[src/rtl/fifo_rr_ctrl_pkg.sv]
// Shared helpers for the round-robin FIFO front-end: grant index width and
// modulo increment for the rotating priority pointer.
package fifo_ctrl_pkg;

  function automatic int gid_w(int n);
    return (n > 1) ? $clog2(n) : 1;
  endfunction

  localparam int NUM_REQ_DEF = 4;
  localparam int GID_W_DEF   = gid_w(NUM_REQ_DEF);

  // Explicit wrap so non-power-of-two requester counts never index past n-1.
  function automatic int rr_next(int idx, int n);
    return (idx >= n - 1) ? 0 : idx + 1;
  endfunction

endpackage

[src/rtl/fifo_rr_ctrl_if.sv]
// Producer/consumer handshake bundle of the FIFO front-end.
interface fifo_rr_ctrl_if #(
  parameter int NUM_REQ = 4,
  parameter int DATA_BW = 4
);
  logic [NUM_REQ-1:0]         req_valid;
  logic [NUM_REQ*DATA_BW-1:0] req_data;
  logic [NUM_REQ-1:0]         req_ready;
  logic                       out_valid;
  logic                       out_ready;
  logic [DATA_BW-1:0]         out_data;

  modport master (
    output req_valid, req_data, out_ready,
    input  req_ready, out_valid, out_data
  );

  modport slave (
    input  req_valid, req_data, out_ready,
    output req_ready, out_valid, out_data
  );
endinterface

[src/rtl/fifo_rr_ctrl_rr_arbiter.sv]
// Combinational round-robin arbiter: first set request scanning upward from rr_ptr.
module rr_arbiter
  import fifo_ctrl_pkg::*;
#(
  parameter  int NUM_REQ = 4,
  localparam int GID_W   = gid_w(NUM_REQ)
) (
  input  logic [NUM_REQ-1:0] req,
  input  logic [GID_W-1:0]   rr_ptr,
  output logic [NUM_REQ-1:0] grant,
  output logic [GID_W-1:0]   grant_id
);

  int   idx;
  logic found;

  always_comb begin
    grant    = '0;
    grant_id = '0;
    found    = 1'b0;
    idx      = 0;
    for (int k = 0; k < NUM_REQ; k++) begin
      idx = int'(rr_ptr) + k;
      if (idx >= NUM_REQ) idx = idx - NUM_REQ;
      for (int i = 0; i < NUM_REQ; i++) begin
        if (!found && (i == idx) && req[i]) begin
          found    = 1'b1;
          grant[i] = 1'b1;
          grant_id = GID_W'(i);
        end
      end
    end
  end

endmodule

[src/rtl/fifo_rr_ctrl.sv]
// Round-robin write arbitration and pointer/count control for the fifo_reg storage.
// Optional high-water-mark tracking is enabled with `define FIFO_HWM_EN.
module fifo_rr_ctrl
  import fifo_ctrl_pkg::*;
#(
  parameter  int ADDR_BW = 1,
  parameter  int DATA_BW = 4,
  parameter  int NUM_REQ = 4,
  localparam int GID_W   = gid_w(NUM_REQ)
) (
  input  logic               clk,
  input  logic               rst,
  input  logic               flush,
  fifo_rr_ctrl_if.slave      bus,
  output logic               st_push,
  output logic [ADDR_BW-1:0] st_next_wrptr,
  output logic [ADDR_BW-1:0] st_next_rdptr,
  output logic [ADDR_BW:0]   st_next_numitem,
  output logic [DATA_BW-1:0] st_din,
  input  logic [ADDR_BW-1:0] st_wrptr,
  input  logic [ADDR_BW-1:0] st_rdptr,
  input  logic [ADDR_BW:0]   st_numitem,
  input  logic [DATA_BW-1:0] st_dout,
  output logic [GID_W-1:0]   grant_id
`ifdef FIFO_HWM_EN
  ,
  input  logic               hwm_clr,
  output logic [ADDR_BW:0]   hwm
`endif
);

  localparam logic [ADDR_BW:0] DEPTH = (ADDR_BW + 1)'(2 ** ADDR_BW);

  logic [GID_W-1:0]   rr_ptr;
  logic [NUM_REQ-1:0] grant;
  logic [GID_W-1:0]   win_id;
  logic               full, empty, pop, push, any_req;

  rr_arbiter #(.NUM_REQ(NUM_REQ)) u_arb (
    .req      (bus.req_valid),
    .rr_ptr   (rr_ptr),
    .grant    (grant),
    .grant_id (win_id)
  );

  assign full     = (st_numitem == DEPTH);
  assign empty    = (st_numitem == '0);
  assign any_req  = |bus.req_valid;

  assign bus.out_valid = !empty;
  assign bus.out_data  = st_dout;
  assign pop           = !empty & bus.out_ready & !flush;
  // A full FIFO still accepts a word when the head leaves in the same cycle.
  assign push          = any_req & (!full | pop) & !flush;

  assign bus.req_ready = {NUM_REQ{push}} & grant;
  assign st_push       = push;
  assign grant_id      = win_id;

  always_comb begin
    st_din = '0;
    for (int i = 0; i < NUM_REQ; i++) begin
      if (grant[i]) st_din = bus.req_data[i*DATA_BW +: DATA_BW];
    end
  end

  assign st_next_wrptr   = flush ? '0 : st_wrptr + ADDR_BW'(push);
  assign st_next_rdptr   = flush ? '0 : st_rdptr + ADDR_BW'(pop);
  assign st_next_numitem = flush ? '0
                         : st_numitem + (ADDR_BW + 1)'(push) - (ADDR_BW + 1)'(pop);

  always_ff @(posedge clk) begin
    if (rst)       rr_ptr <= '0;
    else if (push) rr_ptr <= GID_W'(rr_next(int'(win_id), NUM_REQ));
  end

`ifdef FIFO_HWM_EN
  // Clear has priority over capturing a new maximum; flush leaves the mark alone.
  always_ff @(posedge clk) begin
    if (rst || hwm_clr)             hwm <= '0;
    else if (st_next_numitem > hwm) hwm <= st_next_numitem;
  end
`endif

endmodule
[src/flat_wrapper.sv]
// flat-port wrapper written by rule: the top's interface ports become plain ports
module fifo_rr_ctrl_flat import fifo_ctrl_pkg::*;
#(
  parameter  int ADDR_BW = 1,
  parameter  int DATA_BW = 4,
  parameter  int NUM_REQ = 4,
  localparam int GID_W   = gid_w(NUM_REQ)
)
  (clk, rst, flush, st_push, st_next_wrptr, st_next_rdptr, st_next_numitem, st_din, st_wrptr, st_rdptr, st_numitem, st_dout, grant_id, bus_req_valid, bus_req_data, bus_out_ready, bus_req_ready, bus_out_valid, bus_out_data);
  fifo_rr_ctrl_if #(.NUM_REQ(NUM_REQ), .DATA_BW(DATA_BW)) bus_i ();
  input  logic clk;
  input  logic rst;
  input  logic flush;
  output logic st_push;
  output logic [ADDR_BW-1:0] st_next_wrptr;
  output logic [ADDR_BW-1:0] st_next_rdptr;
  output logic [ADDR_BW:0] st_next_numitem;
  output logic [DATA_BW-1:0] st_din;
  input  logic [ADDR_BW-1:0] st_wrptr;
  input  logic [ADDR_BW-1:0] st_rdptr;
  input  logic [ADDR_BW:0] st_numitem;
  input  logic [DATA_BW-1:0] st_dout;
  output logic [GID_W-1:0] grant_id;
  input wire logic [$bits(bus_i.req_valid)-1:0] bus_req_valid;
  input wire logic [$bits(bus_i.req_data)-1:0] bus_req_data;
  input wire logic [$bits(bus_i.out_ready)-1:0] bus_out_ready;
  output wire logic [$bits(bus_i.req_ready)-1:0] bus_req_ready;
  output wire logic [$bits(bus_i.out_valid)-1:0] bus_out_valid;
  output wire logic [$bits(bus_i.out_data)-1:0] bus_out_data;
  assign bus_i.req_valid = bus_req_valid;
  assign bus_i.req_data = bus_req_data;
  assign bus_i.out_ready = bus_out_ready;
  assign bus_req_ready = bus_i.req_ready;
  assign bus_out_valid = bus_i.out_valid;
  assign bus_out_data = bus_i.out_data;
  fifo_rr_ctrl #(.ADDR_BW(ADDR_BW), .DATA_BW(DATA_BW), .NUM_REQ(NUM_REQ)) u_core (.clk(clk), .rst(rst), .flush(flush), .bus(bus_i), .st_push(st_push), .st_next_wrptr(st_next_wrptr), .st_next_rdptr(st_next_rdptr), .st_next_numitem(st_next_numitem), .st_din(st_din), .st_wrptr(st_wrptr), .st_rdptr(st_rdptr), .st_numitem(st_numitem), .st_dout(st_dout), .grant_id(grant_id));
endmodule
[config.mk]
export PLATFORM = sky130hd
export DESIGN_NAME = fifo_rr_ctrl_flat
export DESIGN_NICKNAME = d
export VERILOG_FILES = /design/src/rtl/fifo_rr_ctrl_pkg.sv /design/src/rtl/fifo_rr_ctrl_if.sv /design/src/rtl/fifo_rr_ctrl_rr_arbiter.sv /design/src/rtl/fifo_rr_ctrl.sv /design/src/flat_wrapper.sv
export SDC_FILE = /design/constraint.sdc
export NUM_CORES = 1
export LEC_CHECK = 0
export BUFFER_PORTS_ARGS = -buffer_cell sky130_fd_sc_hd__buf_2
export CAP_MARGIN = 20
export CORE_AREA = 2 2 52 44
export DETAILED_ROUTE_END_ITERATION = 8
export DIE_AREA = 0 0 54 46
export PLACE_DENSITY_LB_ADDON = 0.15
export SLEW_MARGIN = 20
export SYNTH_ARGS = -nofsm -noshare
export SYNTH_HDL_FRONTEND = slang
export SYNTH_SLANG_ARGS = --single-unit
[constraint.sdc]
create_clock -name clk -period 3.55 [get_ports clk]
set_clock_uncertainty 0.2 [all_clocks]
set_input_delay 0.355 -clock clk [delete_from_list [all_inputs] [get_ports clk]]
set_output_delay 0.355 -clock clk [all_outputs]
set_load 0.01 [all_outputs]
==> results.sh <==
export IMPL_run_status="completed"
export IMPL_report_final_hold_viol_count=0
export IMPL_cts_hold_buffers=0
export IMPL_ant_nets=0
export IMPL_floorplan_io_pins=52
export IMPL_fin_tns_setup_ps=0
export IMPL_fmax_mhz=371
export IMPL_placement_rows=15
export IMPL_ctsRootBufferMaster="sky130_fd_sc_hd__clkbuf_4"
export IMPL_wl_per_cell_um=10.6
export IMPL_synth_edf_count=0
export IMPL_antenna_violations_before_repair=0
export IMPL_drt_iter0_markers=10
export IMPL_critPathRequiredTime_ps=2990
export IMPL_worst_skew_pair_late_latency_ps=220
export IMPL_final_min_period_over_clock_period=0.759
export IMPL_final_setup_viol_count=0
export IMPL_rsz_0062_raised_after_global_routing="no"
export IMPL_crit_fanout=8
export IMPL_yosys_cell_types_count=34
export IMPL_maxCapViolations=0
export IMPL_ctsResizeCount=0
export IMPL_start_kind="input port"
export IMPL_cts_tree="built"
export IMPL_drt_pass1_iterations=4
export IMPL_vdd_ir_drop_worst_mv=0.157
export IMPL_grt_pass1_wl_um=2300
export IMPL_numPortBuffers=43
export IMPL_start_util=0.257
export IMPL_maximum_number_of_pins_on_one_net_before_global_route_repair=12
export IMPL_flip_flop_count_of_the_largest_register_all_copies_and_words_added=2
export IMPL_grt_overflow=0
export IMPL_synth_top_flop_cell="sky130_fd_sc_hd__dfxtp_1"
export IMPL_largest_registers_in_the_final_layout="u_core.rr_ptr (2)"
export IMPL_largest_register="u_core.rr_ptr"
export IMPL_critPathCaptureType="output pin"
export IMPL_syn_mean_instance_area_sq_um=6.76
export IMPL_fp_dieW_um=54
export IMPL_wp_data_arrival_ps=2140
export IMPL_final_core_utilization=0.356
export IMPL_synth_seq_cells=2
export IMPL_clkSlewWorstSetupHoldPaths_ps=30
export IMPL_postSynthCellCount=77
export IMPL_place_gp_congestion=0.763
export IMPL_wl_um=1480
export IMPL_post_cts_buffers=0
export IMPL_synth_warnings=0
export IMPL_core_area_sq_mm=0.00203
export IMPL_synth_fp_nets=111
export IMPL_antenna_cells_inserted=0
export IMPL_areaGrowthSynthToFinish_pct=38.7
export IMPL_most_common_cell_in_the_synthesized_netlist="sky130_fd_sc_hd__nor2_1"
export IMPL_cts_sink_cnt=2
export IMPL_fillers=226
export IMPL_syn_cell_area_sq_um=520
export IMPL_place_worst_setup_slack_ps=832
export IMPL_place_hpwl_um=1210
export IMPL_vias_in_the_first_global_route=520
export IMPL_synth_top_cell_area_share=0.108
export IMPL_netlist_top_cells_count="15 x sky130_fd_sc_hd__nor2_1, 9 x sky130_fd_sc_hd__nand2_1, 5 x sky130_fd_sc_hd__a21oi_1, 5 x sky130_fd_sc_hd__buf_4, 5 x sky130_fd_sc_hd__o21ai_1"
export IMPL_synth_async_sr_flop_share=0
export IMPL_die_area_sq_mm=0.00248
export IMPL_maxSlewHeadroom=0.557
export IMPL_final_layout_size_suffix_gt1_frac=0.461
export IMPL_dieHeight_um=46
export IMPL_transition_time_at_the_pin_with_the_least_slew_margin_ps=664
export IMPL_design_final_nets=151
export IMPL_timing_final_ws_setup_ps=856
export IMPL_p_leak_nw=0.382
export IMPL_reg2regPathDepth=3
export IMPL_synthTopCellsByArea="sky130_fd_sc_hd__nor2_1 11%, sky130_fd_sc_hd__dfxtp_1 7.7%, sky130_fd_sc_hd__buf_4 7.2%, sky130_fd_sc_hd__a221oi_1 6.7%, sky130_fd_sc_hd__nand2_1 6.5%"
export IMPL_drc_errors=0
export IMPL_ys_seq_area_frac=0.0769
export IMPL_worst_setup_path_type="in -> out"
export IMPL_finalWorstPathRequiredPeriod_ps=2690
export IMPL_grt_util_all_layers=0.122
export IMPL_netlist_top_cell_by_area="sky130_fd_sc_hd__nor2_1"
export IMPL_numCtsBuffers=3
export IMPL_cts_path_max_buffers=2
export IMPL_power_per_cell_area_mw_per_mm2=260
export IMPL_holdCritPathClass="in -> reg"
export IMPL_via_per_inst=4.81
export IMPL_htree_num_levels=1
export IMPL_vias=673
export IMPL_finalMaxSlewViolations=0
export IMPL_hold_path_cell_count=2
[critical path, cell delays in order]
cell and delay [ps]:
sky130_fd_sc_hd__buf_2 160, sky130_fd_sc_hd__nor4_1 70, sky130_fd_sc_hd__or3_1 520, sky130_fd_sc_hd__ha_1 350
sky130_fd_sc_hd__inv_1 40, sky130_fd_sc_hd__ha_1 170, sky130_fd_sc_hd__xor2_1 150, sky130_fd_sc_hd__xnor2_1 120
sky130_fd_sc_hd__nor2_1 70, sky130_fd_sc_hd__buf_2 130
[cell type report]
class / instances / area (sq um) / share of cell area
Tap cell: 25 / 31.3 / 0.0433
Clock buffer: 3 / 22.5 / 0.0312
Multi-Input combinational cell: 63 / 385 / 0.534
Sequential cell: 2 / 40.0 / 0.0555
Timing Repair Buffer: 43 / 215 / 0.298
Inverter: 4 / 27.5 / 0.0381
[cell families (layout without fill, tap and decap cells)]
| logic type | count (synthesis) | in the layout | share of synthesized area |
|---|---|---|---|
| AO/OA/AOI/OAI | 24 | 24 | 0.346 |
| XOR/XNOR | 4 | 4 | 0.0673 |
| adder cells (fa/ha/maj) | 2 | 2 | 0.0481 |
| buffers and inverters | 12 | 50 | 0.183 |
| flip-flops | 2 | 2 | 0.0769 |
| AND/OR/NAND/NOR | 33 | 33 | 0.279 |
[layout by cell type, fill, tap and decap left out, types with 2 or more instances in the layout]
master / count
sky130_fd_sc_hd__buf_2: 43
sky130_fd_sc_hd__nor2_1: 15
sky130_fd_sc_hd__nand2_1: 9
sky130_fd_sc_hd__a21oi_1: 5
sky130_fd_sc_hd__o21ai_1: 5
sky130_fd_sc_hd__a221oi_1: 4
sky130_fd_sc_hd__clkbuf_4: 3
sky130_fd_sc_hd__o21ai_0: 2
sky130_fd_sc_hd__inv_1: 2
sky130_fd_sc_hd__xnor2_1: 2
sky130_fd_sc_hd__xor2_1: 2
sky130_fd_sc_hd__ha_1: 2
sky130_fd_sc_hd__dfxtp_1: 2
[stage by stage]
step / total power, W / hold slack (ps) / cell area [sq um] / cells
detailed placement: 0.000139 / 349 / 699 / 137
CTS: 0.000191 / 114 / 722 / 140
finish: 0.000188 / 118 / 722 / 140
global route: 0.000208 / 113 / 722 / 140
floorplan: 0.000104 / 223 / 520 / 77
global placement: 0.000140 / 339 / 699 / 137
[report_power, final]
group | switching [W] | internal, W | leakage [nW]
logic | 0.0000580 | 0.0000498 | 0.352
registers | 0.00000592 | 0.0000247 | 0.0166
clock network | 0.0000122 | 0.0000372 | 0.0138
[layer usage]
layer / track usage / share of wire
met1: 0.196 / 0.51
met2: 0.176 / 0.46
met3: 0.00987 / 0.031
met4: 0.0150 / 0
met5: 0 / 0
[worst paths after layout]
path / startpoint / endpoint / slack [ps]
max: bus_req_valid[2] / st_next_numitem[1] / 860
min: rst / u_core.rr_ptr[1]$_SDFFE_PP0P_ / 120
min reg2reg: u_core.rr_ptr[0]$_SDFFE_PP0P_ / u_core.rr_ptr[0]$_SDFFE_PP0P_ / 420
max reg2reg: u_core.rr_ptr[1]$_SDFFE_PP0P_ / u_core.rr_ptr[1]$_SDFFE_PP0P_ / 1790
(Power assumes the default switching activity.)
